===== config.mk =====
export PLATFORM = sky130hd
export DESIGN_NAME = load_store_unit
export DESIGN_NICKNAME = d
export VERILOG_FILES = /design/src/rtl/lsu_pkg.sv /design/src/rtl/lsu_align.sv /design/src/rtl/load_store_unit.sv
export SDC_FILE = /design/constraint.sdc
export NUM_CORES = 1
export LEC_CHECK = 0
export BUFFER_PORTS_ARGS = -buffer_cell sky130_fd_sc_hd__buf_2
export CELL_PAD_IN_SITES_DETAIL_PLACEMENT = 1
export CELL_PAD_IN_SITES_GLOBAL_PLACEMENT = 2
export CORE_MARGIN = 2
export CORE_UTILIZATION = 31
export DETAILED_ROUTE_END_ITERATION = 6
export PLACE_DENSITY_LB_ADDON = 0.1
export SYNTH_ARGS = -nofsm -noshare
export SYNTH_HDL_FRONTEND = slang
export SYNTH_HIERARCHICAL = 1
export SYNTH_SLANG_ARGS = --single-unit

===== constraint.sdc =====
create_clock -name clk -period 4.58 [get_ports clk]
set_clock_uncertainty 0.2 [all_clocks]
set_input_delay 0.229 -clock clk [delete_from_list [all_inputs] [get_ports clk]]
set_output_delay 0.229 -clock clk [all_outputs]
set_load 0.01 [all_outputs]

===== src/rtl/lsu_pkg.sv =====
// rtl/lsu_pkg.sv - shared funct3 codes, FSM state type and request decode helpers
//
// Purpose: definitions shared by load_store_unit and lsu_align.
//   F3_*         RV32I load/store funct3 encodings
//   lsu_state_t  load_store_unit FSM state
//   f3_illegal   1 when funct3 is not a legal load/store width
//   misaligned   1 when the address is not naturally aligned for the width
package lsu_pkg;

   localparam logic [2:0] F3_B  = 3'b000;
   localparam logic [2:0] F3_H  = 3'b001;
   localparam logic [2:0] F3_W  = 3'b010;
   localparam logic [2:0] F3_BU = 3'b100;
   localparam logic [2:0] F3_HU = 3'b101;

   typedef enum logic [2:0] {
      IDLE = 3'd0,
      LD   = 3'd1,
      RD   = 3'd2,
      WR   = 3'd3,
      RESP = 3'd4
   } lsu_state_t;

   // Stores have no unsigned variants, so only B/H/W are legal for them.
   function automatic logic f3_illegal(input logic store, input logic [2:0] f3);
      if (store)
         return !((f3 == F3_B) || (f3 == F3_H) || (f3 == F3_W));
      else
         return (f3 == 3'b011) || (f3 == 3'b110) || (f3 == 3'b111);
   endfunction

   function automatic logic misaligned(input logic [2:0] f3, input logic [1:0] a);
      case (f3)
         F3_H, F3_HU: return a[0];
         F3_W:        return (a != 2'b00);
         default:     return 1'b0;
      endcase
   endfunction

endpackage


===== src/rtl/lsu_align.sv =====
// rtl/lsu_align.sv - load extension and store byte-lane merge
//
// Purpose: purely combinational data alignment for load_store_unit.
// Ports:
//   funct3      in   access width / signedness
//   rdata       in   word read from memory (load data or old word for merge)
//   wdata       in   store data from the request (low bytes used for B/H)
//   load_data   out  sign/zero-extended load result
//   merge_data  out  write word: new low byte(s) over the old upper bytes
module lsu_align
   import lsu_pkg::*;
#(
   parameter int WIDTH = 32
) (
   input  logic [2:0]       funct3,
   input  logic [WIDTH-1:0] rdata,
   input  logic [WIDTH-1:0] wdata,
   output logic [WIDTH-1:0] load_data,
   output logic [WIDTH-1:0] merge_data
);

   always_comb begin
      load_data = rdata;
      case (funct3)
         F3_B:    load_data = {{(WIDTH-8){rdata[7]}}, rdata[7:0]};
         F3_BU:   load_data = {{(WIDTH-8){1'b0}}, rdata[7:0]};
         F3_H:    load_data = {{(WIDTH-16){rdata[15]}}, rdata[15:0]};
         F3_HU:   load_data = {{(WIDTH-16){1'b0}}, rdata[15:0]};
         default: load_data = rdata;
      endcase
   end

   // The memory always writes a full word at addr, so sub-word stores keep the
   // bytes above the written lane(s) from the word read just before.
   always_comb begin
      merge_data = wdata;
      case (funct3)
         F3_B:    merge_data = {rdata[WIDTH-1:8], wdata[7:0]};
         F3_H:    merge_data = {rdata[WIDTH-1:16], wdata[15:0]};
         default: merge_data = wdata;
      endcase
   end

endmodule


===== src/rtl/load_store_unit.sv =====
// rtl/load_store_unit.sv - RV32I load/store initiator for a byte-addressed data memory
//
// Purpose: accepts one load/store at a time, drives a combinational-read /
// clocked-write memory port and returns a one-cycle response. Sub-word stores
// are done as read-modify-write.
// Optional feature: define MISALIGN_TRAP_EN to reject misaligned H/HU/W
// accesses with rsp_err instead of performing them at the exact byte address.
// Ports:
//   clk, rst                         clock, asynchronous active-high reset
//   req_valid/req_ready              request handshake (ready only in IDLE)
//   req_store/req_funct3             operation and width
//   req_addr/req_wdata               byte address and store data
//   rsp_valid/rsp_rdata/rsp_err      one-cycle response
//   mem_addr/mem_wdata/mem_we        memory address, write word, write enable
//   mem_rdata                        memory read word (combinational)
module load_store_unit
   import lsu_pkg::*;
#(
   parameter int WIDTH = 32
) (
   input  logic             clk,
   input  logic             rst,
   input  logic             req_valid,
   output logic             req_ready,
   input  logic             req_store,
   input  logic [2:0]       req_funct3,
   input  logic [WIDTH-1:0] req_addr,
   input  logic [WIDTH-1:0] req_wdata,
   output logic             rsp_valid,
   output logic [WIDTH-1:0] rsp_rdata,
   output logic             rsp_err,
   output logic [WIDTH-1:0] mem_addr,
   output logic [WIDTH-1:0] mem_wdata,
   output logic             mem_we,
   input  logic [WIDTH-1:0] mem_rdata
);

   lsu_state_t       state, state_nx;
   logic [2:0]       f3_q;
   logic [WIDTH-1:0] wdata_q;
   logic [WIDTH-1:0] load_data;
   logic [WIDTH-1:0] merge_data;
   logic             accept;
   logic             req_err;

   assign accept = req_valid && req_ready;

`ifdef MISALIGN_TRAP_EN
   assign req_err = f3_illegal(req_store, req_funct3) ||
                    misaligned(req_funct3, req_addr[1:0]);
`else
   assign req_err = f3_illegal(req_store, req_funct3);
`endif

   lsu_align #(.WIDTH(WIDTH)) u_align (
      .funct3     (f3_q),
      .rdata      (mem_rdata),
      .wdata      (wdata_q),
      .load_data  (load_data),
      .merge_data (merge_data)
   );

   // State register
   always_ff @(posedge clk or posedge rst) begin
      if (rst)
         state <= IDLE;
      else
         state <= state_nx;
   end

   // Next-state logic
   always_comb begin
      state_nx = state;
      case (state)
         IDLE: begin
            if (accept) begin
               if (req_err)
                  state_nx = RESP;
               else if (!req_store)
                  state_nx = LD;
               else if (req_funct3 == F3_W)
                  state_nx = WR;
               else
                  state_nx = RD;
            end
         end
         LD:      state_nx = RESP;
         RD:      state_nx = WR;
         WR:      state_nx = RESP;
         RESP:    state_nx = IDLE;
         default: state_nx = IDLE;
      endcase
   end

   // Outputs decoded from state; mem_we falls with the async state reset.
   always_comb begin
      req_ready = (state == IDLE);
      rsp_valid = (state == RESP);
      mem_we    = (state == WR);
   end

   // Datapath registers. mem_addr doubles as the captured request address and
   // mem_wdata as the merge register, so both hold between requests.
   always_ff @(posedge clk or posedge rst) begin
      if (rst) begin
         f3_q      <= 3'b000;
         wdata_q   <= '0;
         rsp_rdata <= '0;
         rsp_err   <= 1'b0;
         mem_addr  <= '0;
         mem_wdata <= '0;
      end else begin
         case (state)
            IDLE: begin
               if (accept) begin
                  f3_q      <= req_funct3;
                  wdata_q   <= req_wdata;
                  rsp_rdata <= '0;
                  rsp_err   <= req_err;
                  if (!req_err) begin
                     mem_addr <= req_addr;
                     if (req_store && (req_funct3 == F3_W))
                        mem_wdata <= req_wdata;
                  end
               end
            end
            LD:      rsp_rdata <= load_data;
            RD:      mem_wdata <= merge_data;
            default: ;
         endcase
      end
   end

endmodule


# After elaboration in Yosys (flattened, before gate mapping)
# Cells that the tools add are included.
[totals]
word_cells = 54
n_memories = 0
out_inout_bits = 100
inputBits = 103
mem_bits_ro = 0
ramBits = 0
latch_bits = 0
register_bits = 135
[op_classes]
n_mul = 0
bitwise = 1
div_mod_pow = 0
n_eq_ne = 15
n_shift = 0
add_sub_neg = 0
reduce_logical = 17
order_cmp = 0
mux = 14
[ops]
columns = ["op", "count"]
rows = [
  ["$pmux W32 S2", 3],
  ["$mux W32", 4],
  ["$pmux W32 S4", 1],
  ["$eq A3 B3 Y1 const B", 5],
  ["$eq A3 B2 Y1 const B", 4],
  ["$eq A3 B1 Y1 const B", 3],
  ["$logic_not A3 Y1", 3],
  ["$pmux W3 S3", 1],
  ["$mux W3", 2],
  ["$logic_or A1 B1 Y1", 4],
  ["$ne A2 B1 Y1 const B", 2],
  ["$reduce_and A2 Y1", 2],
  ["$reduce_and A4 Y1", 1],
  ["$reduce_bool A2 Y1", 2],
  ["$reduce_and A3 Y1", 1],
  ["$logic_and A1 B1 Y1", 2],
  ["$mux W1", 2],
  ["$mux W2", 1],
  ["$ne A2 B2 Y1 const B", 1],
  ["$reduce_or A2 Y1", 1],
  ["$logic_not A1 Y1", 1],
  ["$not A1 Y1", 1],
]

# Depth between registers and ports, before layout
# Gate-level depths: netlist of run 1.
[logic_depth]
depth_word = 8
ltp_mapped = 6

# Modules after synthesis
# The synthesis of run 1 kept the hierarchy.
[modules_own_cells]
columns = ["module", "area_each_um2", "seq_area_each_um2", "instances", "cells_per_inst"]
rows = [
  ["load_store_unit", 5601.6, 3378.2, 1, 498],
  ["lsu_align", 770.7, 0.0, 1, 93],
]

# Least setup slack after synthesis of run 1
# No wires, ideal clock.
[synth_timing]
path_kind = "reg2reg"
startpoint = "register state[0]"
endpoint = "register mem_addr[10]"
arrival_ns = 1.570
stages_incl_launch_ff = 6
n_path_buf = 2
path_slack_ns = 2.683
setup_time_ns = 0.128
cell_sequence = "dfrtp_1 > buf_2 > nor4b_4 > nand3_2 > buf_2 > mux2_1"
[synth_between]
elab_chain_len = 3
[synth_rtl]
columns = ["item", "line_no", "source"]
rows = [
  ["from (decl)", "load_store_unit.sv:38", "lsu_state_t state, state_nx;"],
  ["from (signal assigned)", "load_store_unit.sv:68", "state <= state_nx;"],
  ["$logic_not A3 Y1 (*)", "load_store_unit.sv:97, load_store_unit.sv:113", ""],
  ["$logic_and A1 B1 Y1", "load_store_unit.sv:46", "assign accept = req_valid && req_ready;"],
  ["$reduce_and A3 Y1 (no source line) (*)", "n/a", ""],
  ["to (signal assigned)", "load_store_unit.sv:121", "mem_addr <= req_addr;"],
  ["to (decl)", "load_store_unit.sv:32", "output logic [WIDTH-1:0] mem_addr,"],
]
# Mark *: on every way between the ends. The rest lies on a longest branch, timed or not.
# A chain may end at the register's enable or synchronous reset.

# Worst setup path in the final report of run 1
[layout_timing]
startpoint = "register state[0]"
endpoint = "register state[1]"
[layout_between]
elab_chain_len = 3
word_cells_on_any_way = 8
cone_classes = "eq/ne: 4; mux: 1; reduce/logical: 3"
[layout_rtl]
columns = ["item", "line_no", "source"]
rows = [
  ["$eq A3 B2 Y1 (tied with other cells)", "load_store_unit.sv:74", "case (state)"],
  ["$reduce_or A2 Y1 (no source line) or $logic_and A1 B1 Y1 (tied branches)", "n/a", ""],
  ["$pmux W3 S3 or $ne A2 B1 Y1 (tied branches)", "n/a", ""],
]
# Parallel ways exist; a longest one is shown, timed or not.

==> metrics.md, run 1 <==
| Metric | Value |
|---|---|
| Status | complete, no violations |
| Mux share of post-synthesis cell area | 17.1% |
| Hold Vio Cnt, Final | 0 |
| WL final | 20,600 um |
| Port Buffers | 202 |
| Initial antenna violation count | 1 |
| 1st-pass router iterations | 6 |
| Post-route ant nets | 0 |
| WP data required | 4.71 ns |
| Remaining DRCs | 0 |
| Vias | 5,491 |
| Slew margin rel. | ~17% |
| First-pass GRT wire length | 33,400 um |
| Wire per inst | ~18 um |
| #FFs+latches synth | 135 |
| CP max-delay cell | or4b_1 |
| Overall routing resource usage | approximately a fifth |
| Syn_nets | 694 |
| Worst-path cell chain | or4b_1 -> a221o_1 -> a21oi_1 |
| TNS Setup | 0 ns |
| CTS Buf Count | 17 |
| Crit Path Max Fanout | 33 |
| Post-synthesis compound-gate area fraction | a little under an eighth |
| Site Rows | 52 |
| Drt first-iter violations | 169 |
| Critical path type | reg2reg |
| Max clock buf depth | 2 |
| Syn Inst Count | 591 |
| Adder-cell share of the synthesized area | 0% |
| PwrDens | 642 mW/mm2 |
| Synth Cell Area | 0.00637 mm2 |
| Area grow syn2layout | 40.1% |
| Fin. max-slew vios | 0 |
| Sequential fraction of the synthesis area | 53.0% |
| Die Y | approximately 150 um |
| Lkg Pwr | 4.08 nW |
| RSZ-0062 raised after global routing | no |
| Max_cap viols | 0 |
| Yosys cell types | 35 |
| Global route total overflow | 0 |
| CTS tree | built |
| Placed wire-length estimate | 13,100 um |
| Clk root buf | clkbuf_16 |
| XOR/XNOR Fraction of Synth Area | 0% |
| Gpl congestion | 0.782 |
| Main combinational cell family by area after synthesis | multiplexers |
| CP Buf/Inv Count | 0 |
| Die width | 147 um |
| Hold path cells | 5 |
| Cts repair resizes | 0 |
| H-tree depth | 4 |
| CP startpoint kind | flop |
| Via density | 4.86 |
| Vias in the first global route | 6,047 |
| Final net count | 949 |
| Power, Total | 5.73 mW |
| Fin crit share | 57.2% |
| Worst-skew pair later-pin latency | 0.42 ns |
| Layout cell share with drive strength beyond 1 | 36.5% |
| Fmax achieved | between 300 and 400 MHz |
| Avg Cell Area, Syn | roughly 11 um2 |
| Hold Path Class | in2reg |
| Maximum VDD drop | 0.298 mV |
| Floorplan core area | 0.0202 mm2 |
| Clock sinks | approximately 140 |
| Worst r2r path cells | 3 |
| Initial Util | a little under a third |
| Reg clk slew, reported paths | 0.06 ns |
| Biggest cell delay along the critical path | 1.14 ns |
| Data arrival time of the critical path | 2.75 ns |
| Slew of the pin with the lowest slew margin | around 1.2 ns |
| Total die area | about 0.022 mm2 |
| Largest net degree at the start of global routing | slightly above 90 |
| IO Pins | just over 200 |
| Final count of negative-setup-slack endpoints | 0 |
| YS warnings | 6 |
| Final min period | approximately 2.6 ns |
| Simple-Gate Fraction of Synth Area | 12.5% |
| Cell depth of the worst setup path | 3 |
| CP endpoint kind | flop |
| Top delay family on crit path | simple AND/OR/NAND/NOR gates |
## stage by stage
stage	instance area (um2)	hold WS, ns	std cells	setup slack [ns]	util, %
after floorplan	6370	0.161	591	0.540	-
after global placement	7440	0.237	1002	1.80	36.7
after detailed placement	7440	0.241	1002	1.71	36.7
after CTS	8920	0.00454	1128	1.94	44.1
after global routing	8930	0.0277	1129	1.77	44.1
final	8930	0.0212	1129	1.96	44.1
## worst reg2reg max path, cell delays in order, from the launching register on
cell and delay [ns]:
dfrtp_1 0.53, or4b_1 1.14, a221o_1 0.49, a21oi_1 0.16
## state kept, by name (all words and copies together), names as in the netlist
signal     count
mem_addr      32
mem_wdata     32
f3_q           3
wdata_q       32
rsp_err        1
state          3
rsp_rdata     32
## area by class of cell
| cell class | count | area [um2] |
|---|---|---|
| Clock buffer | 17 | 425 |
| Antenna cell | 1 | 2.50 |
| Timing Repair Buffer | 304 | 2010 |
| Clock inverter | 14 | 113 |
| Fill cell | 2296 | 11300 |
| Tap cell | 270 | 338 |
| Multi-Input combinational cell | 385 | 2640 |
| Sequential cell | 135 | 3380 |
| Inverter | 3 | 16.3 |
## final timing paths
check                              start             to  slack (ns)
min reg2reg                  mem_addr[8]    mem_addr[8]        0.28
max in group asynchronous            rst    wdata_q[24]        2.69
max reg2reg                     state[0]       state[1]        1.96
max                             state[0]       state[1]        1.96
min in group asynchronous            rst   mem_addr[29]        0.33
min                        mem_rdata[28]  rsp_rdata[28]        0.02
## kinds of logic (layout without fill, tap and decap cells)
logic type	count (synthesis)	count (layout)
other	0	1
flip-flops	135	135
buffers and inverters	71	338
AO/OA/AOI/OAI	131	131
multiplexers	92	92
AND/OR/NAND/NOR	162	162
## where the power goes
group / total (mW) / leakage (nW) / internal, mW / switching, mW
combinational: 2.33 / 2.20 / 1.10 / 1.23
clock: 1.27 / 0.260 / 0.736 / 0.533
sequential: 2.13 / 1.63 / 1.76 / 0.378
total: 5.73 / 4.08 / 3.59 / 2.14
## repair_timing
action	CTS	global route
hold buffers	95	0
buffers inserted	0	0
endpoints found under the hold margin	214	0
setup endpoints to repair	0	0
## Yosys cell counts
master    number  area share, %
nand3_2        1           0.16
mux2i_1        1           0.16
or4b_1         1           0.16
mux2_4        14            3.3
mux2_2        48            8.5
buf_2         11           0.86
or3b_2         2           0.27
nor4b_4        2           0.75
clkbuf_1      37            2.2
nor3_1         1          0.078
o21a_1         1           0.12
or2_2          1          0.098
dfrtp_1      135             53
a31oi_1       28            2.7
nand4_1       28            2.7
buf_6          2           0.35
nor2b_1        1          0.098
nor3b_1        4           0.47
a221o_1        1           0.16
a41oi_1        4           0.55
buf_4         17            2.0
nand2_1       82            4.8
o21ai_0       81            6.4
mux2_1        29            5.1
nand3b_1       1           0.12
a21oi_1        7           0.55
nor3_4         1           0.26
or2_1          1          0.098
nand2b_1       1          0.098
nor4b_2        1           0.24
a211o_1        1           0.14
buf_12         1           0.31
inv_1          3           0.18
nor2_1        34            2.0
a21o_1         8           0.94
## per-layer routing
metal,vias up,track usage (%),share of wire [%]
met4,0,5.77,1.3
li1,2584,-,-
met2,142,31.6,47
met3,21,4.60,3.8
met1,2744,26.6,48
met5,-,0,0
## layout by cell type (no fill, tap or decap), drive strengths merged, types with 7 or more instances in the layout
| cell type | Yosys | layout |
|---|---|---|
| clkinv | 0 | 9 |
| dlygate4sd3 | 0 | 95 |
| buf | 31 | 209 |
| a21oi | 7 | 7 |
| clkbuf | 37 | 17 |
| a21o | 8 | 8 |
| nor2 | 34 | 34 |
| o21ai | 81 | 81 |
| nand4 | 28 | 28 |
| nand2 | 82 | 82 |
| dfrtp | 135 | 135 |
| a31oi | 28 | 28 |
| mux2 | 91 | 91 |
(Power assumes the default switching activity.)
==> inputs of run 2 (changes only) <==
--- a/config.mk
+++ b/config.mk
@@ -5,11 +5,12 @@
 export SDC_FILE = /design/constraint.sdc
 export NUM_CORES = 1
 export LEC_CHECK = 0
+export ABC_AREA = 1
 export BUFFER_PORTS_ARGS = -buffer_cell sky130_fd_sc_hd__buf_2
 export CELL_PAD_IN_SITES_DETAIL_PLACEMENT = 1
 export CELL_PAD_IN_SITES_GLOBAL_PLACEMENT = 2
 export CORE_MARGIN = 2
-export CORE_UTILIZATION = 31
+export CORE_UTILIZATION = 28
 export DETAILED_ROUTE_END_ITERATION = 6
 export PLACE_DENSITY_LB_ADDON = 0.1
 export SYNTH_ARGS = -nofsm -noshare
==> constraint.sdc (replaced) <==
create_clock -name clk -period 2.5 [get_ports clk]
set_clock_uncertainty 0.2 [all_clocks]
set_input_delay 0.125 -clock clk [delete_from_list [all_inputs] [get_ports clk]]
set_output_delay 0.125 -clock clk [all_outputs]
set_load 0.01 [all_outputs]
==> run 2 against run 1 <==
Effect of this change:
- clock-buffer cell count is 3 higher
- die area grew 13%
- combinational power rose by 92%
- first-iteration DRC count up 58%
- routed wire length rose by 11%
==> metrics.md, run 2 <==
| Metric | Value |
|---|---|
| Status | complete, no violations |
| Vias | between 6k and 7k |
| Die width | 157 um |
| Worst-skew pair later-pin latency | approximately 0.42 ns |
| Vias in the first global route | 6,693 |
| Clock sinks | 135 |
| Top delay family on crit path | simple AND/OR/NAND/NOR gates |
| Post-Layout Cell Count | around 1.4k |
| Synth area leaders | dfrtp_1 52%, nand2_1 24%, nand3_1 12% |
| Fin. max-slew vios | 0 |
| Most used DFF post-synth | dfrtp_1 |
| Crit Path Max Fanout | 33 |
| Final count of negative-setup-slack endpoints | 0 |
| Final net count | 1,229 |
| Floorplan core area | 0.0227 mm2 |
| Diode count | 0 |
| PwrDens | 1140 mW/mm2 |
| Largest net degree at the start of global routing | 67 |
| CP startpoint kind | flop |
| Top cells by count, synth | 425 x nand2_1, 161 x nand3_1, 135 x dfrtp_1 |
| Initial antenna violation count | 0 |
| CP Buf/Inv Count | 0 |
| Critical path type | reg2reg |
| Final min period | 2.06 ns |
| Placed Cells | 1,291 |
| Placed inst area | 0.00768 mm2 |
| First-pass GRT wire length | approximately 37,000 um |
| Hold Vio Cnt, Final | 0 |
| Biggest cell delay along the critical path | a little over 0.5 ns |
| CTS Buf Count | 17 |
| Site Rows | 55 |
| Clk root buf | clkbuf_16 |
| Syn Inst Count | 857 |
| Drt first-iter violations | 267 |
| IO Pins | 203 |
| Slew of the pin with the lowest slew margin | approximately 1.0 ns |
| WL final | approximately 23,000 um |
| Max_cap viols | 0 |
| Synth top area share | 51.9% |
| Post-CTS setup buffer count | 0 |
| TNS Setup | 0 ns |
| Worst path most repeated cell | nand2_1 |
| Max clock buf depth | 2 |
| Synth Cell Area | approximately 0.0065 mm2 |
| CP endpoint kind | flop |
| Gpl congestion | 0.724 |
| Most frequent cell after synthesis | nand2_1 |
| Avg Cell Area, Syn | 7.60 um2 |
| Post-synth EDFFs | 0 |
| Via density | around 4.5 |
| Sequential fraction of the synthesis area | 51.9% |
| 1st-pass router iterations | 4 |
| Cts repair resizes | 0 |
| Yosys cell types | 22 |
| Area grow syn2layout | 42.1% |
| #FFs+latches synth | 135 |
| Commonest non-fill, non-tap cell in the layout | nand2_1 |
| Post-synth ARST share | between 90% and 100% |
| CP max-delay cell | dfrtp_1 |
| Wire per inst | about 16 um |
| Syn_nets | between 900 and 1k |
| Remaining DRCs | 0 |
| Total die area | 0.0245 mm2 |
| Post-route cell area | roughly 0.0093 mm2 |
| Reg clk slew, reported paths | 0.06 ns |
| Fmax achieved | 486 MHz |
| H-tree depth | 4 |
| Fill count | roughly 2.8k |
| Dominant cell type by area after synthesis | dfrtp_1 |
| Lkg Pwr | around 5.2 nW |
| Power, Total | 10.5 mW |
| Port Buffers | approximately 200 |
| Post-route ant nets | 0 |
| Hold Path Class | in2reg |
| Global route total overflow | 0 |
| Worst-path cell chain | nor2_8 -> nand2_4 -> nand2_4 -> nand2_1 -> nand2_1 -> nand3_1 -> nand2_1 -> nand2_1 -> nand2_1 |
| Placed wire-length estimate | ~15,000 um |
| Data arrival time of the critical path | 2.21 ns |
| YS warnings | 6 |
| Initial Util | 28.7% |
| Slew margin rel. | 31.0% |
| Fin crit share | 82.2% |
| Die Y | approximately 160 um |
| CTS tree | built |
| RSZ-0062 raised after global routing | no |
| Overall routing resource usage | about a fifth |
| Maximum VDD drop | 0.453 mV |
| Commonest non-fill, non-tap cells in the layout | 424 x nand2_1, 202 x buf_2, 161 x nand3_1 |
| Layout cell share with drive strength beyond 1 | a little under a quarter |
| WP data required | 2.66 ns |
run 2: cell type report:
cell class	count	area, um2	area share, %
Multi-Input combinational cell	628	2660	28.7
Sequential cell	135	3380	36.5
Tap cell	285	357	3.85
Inverter	22	86.3	0.933
Clock buffer	20	447	4.82
Timing Repair Buffer	322	2210	23.9
Clock inverter	12	120	1.30
run 2: per-layer routing:
layer | share of wire, % | global-route usage [%]
met3 | 2.9 | 2.77
met5 | 0 | 0
met1 | 49 | 26.5
met4 | 1.1 | 4.76
met2 | 47 | 31.7
run 2: logic make-up after synthesis:
kind of cell | after synthesis | synth area share, %
AOI/OAI and AO/OA | 22 | 1.69
buffers and inverters | 94 | 7.51
DFF | 135 | 51.9
and+or+nand+nor | 606 | 38.9
run 2: metrics by stage:
| step | utilization (%) | hold slack, ns | setup slack (ns) |
|---|---|---|---|
| 4_1_cts | 40.8 | 0.0162 | 0.444 |
| 2_1_floorplan | - | 0.0416 | 0.496 |
| 5_1_grt | 40.8 | 0.0476 | 0.233 |
| 3_3_place_gp | 33.8 | 0.0526 | 0.481 |
| 3_5_place_dp | 33.8 | 0.0534 | 0.449 |
| 6_report | 40.8 | 0.0235 | 0.444 |
run 2: path summary, 6_finish.rpt:
| check | from | end | slack, ns | cells past startpoint |
|---|---|---|---|---|
| max in group asynchronous | rst | mem_wdata[30] | 1.33 | 4 |
| setup / recovery | f3_q[1] | mem_wdata[26] | 0.44 | 9 |
| hold reg to reg | mem_addr[31] | mem_addr[31] | 0.27 | 2 |
| setup reg to reg | f3_q[1] | mem_wdata[26] | 0.44 | 9 |
| min in group asynchronous | rst | mem_addr[25] | 0.14 | 3 |
| hold / removal | mem_rdata[9] | rsp_rdata[9] | 0.02 | 5 |
run 2: worst min-delay path, stage by stage:
cell and delay [ns]:
buf_2 0.10, inv_1 0.12, o21ai_0 0.13, nand2_1 0.08, nand2_1 0.05
run 2: repair_timing:
| item | CTS | global route |
|---|---|---|
| setup endpoints to repair | 0 | 0 |
| hold endpoints to repair | 153 | 0 |
| hold buffers | 101 | 0 |
run 2: power breakdown:
part	switching (mW)	internal [mW]
Combinational	2.87	1.60
Sequential	0.542	3.09
Clock	1.03	1.41
Total	4.45	6.10
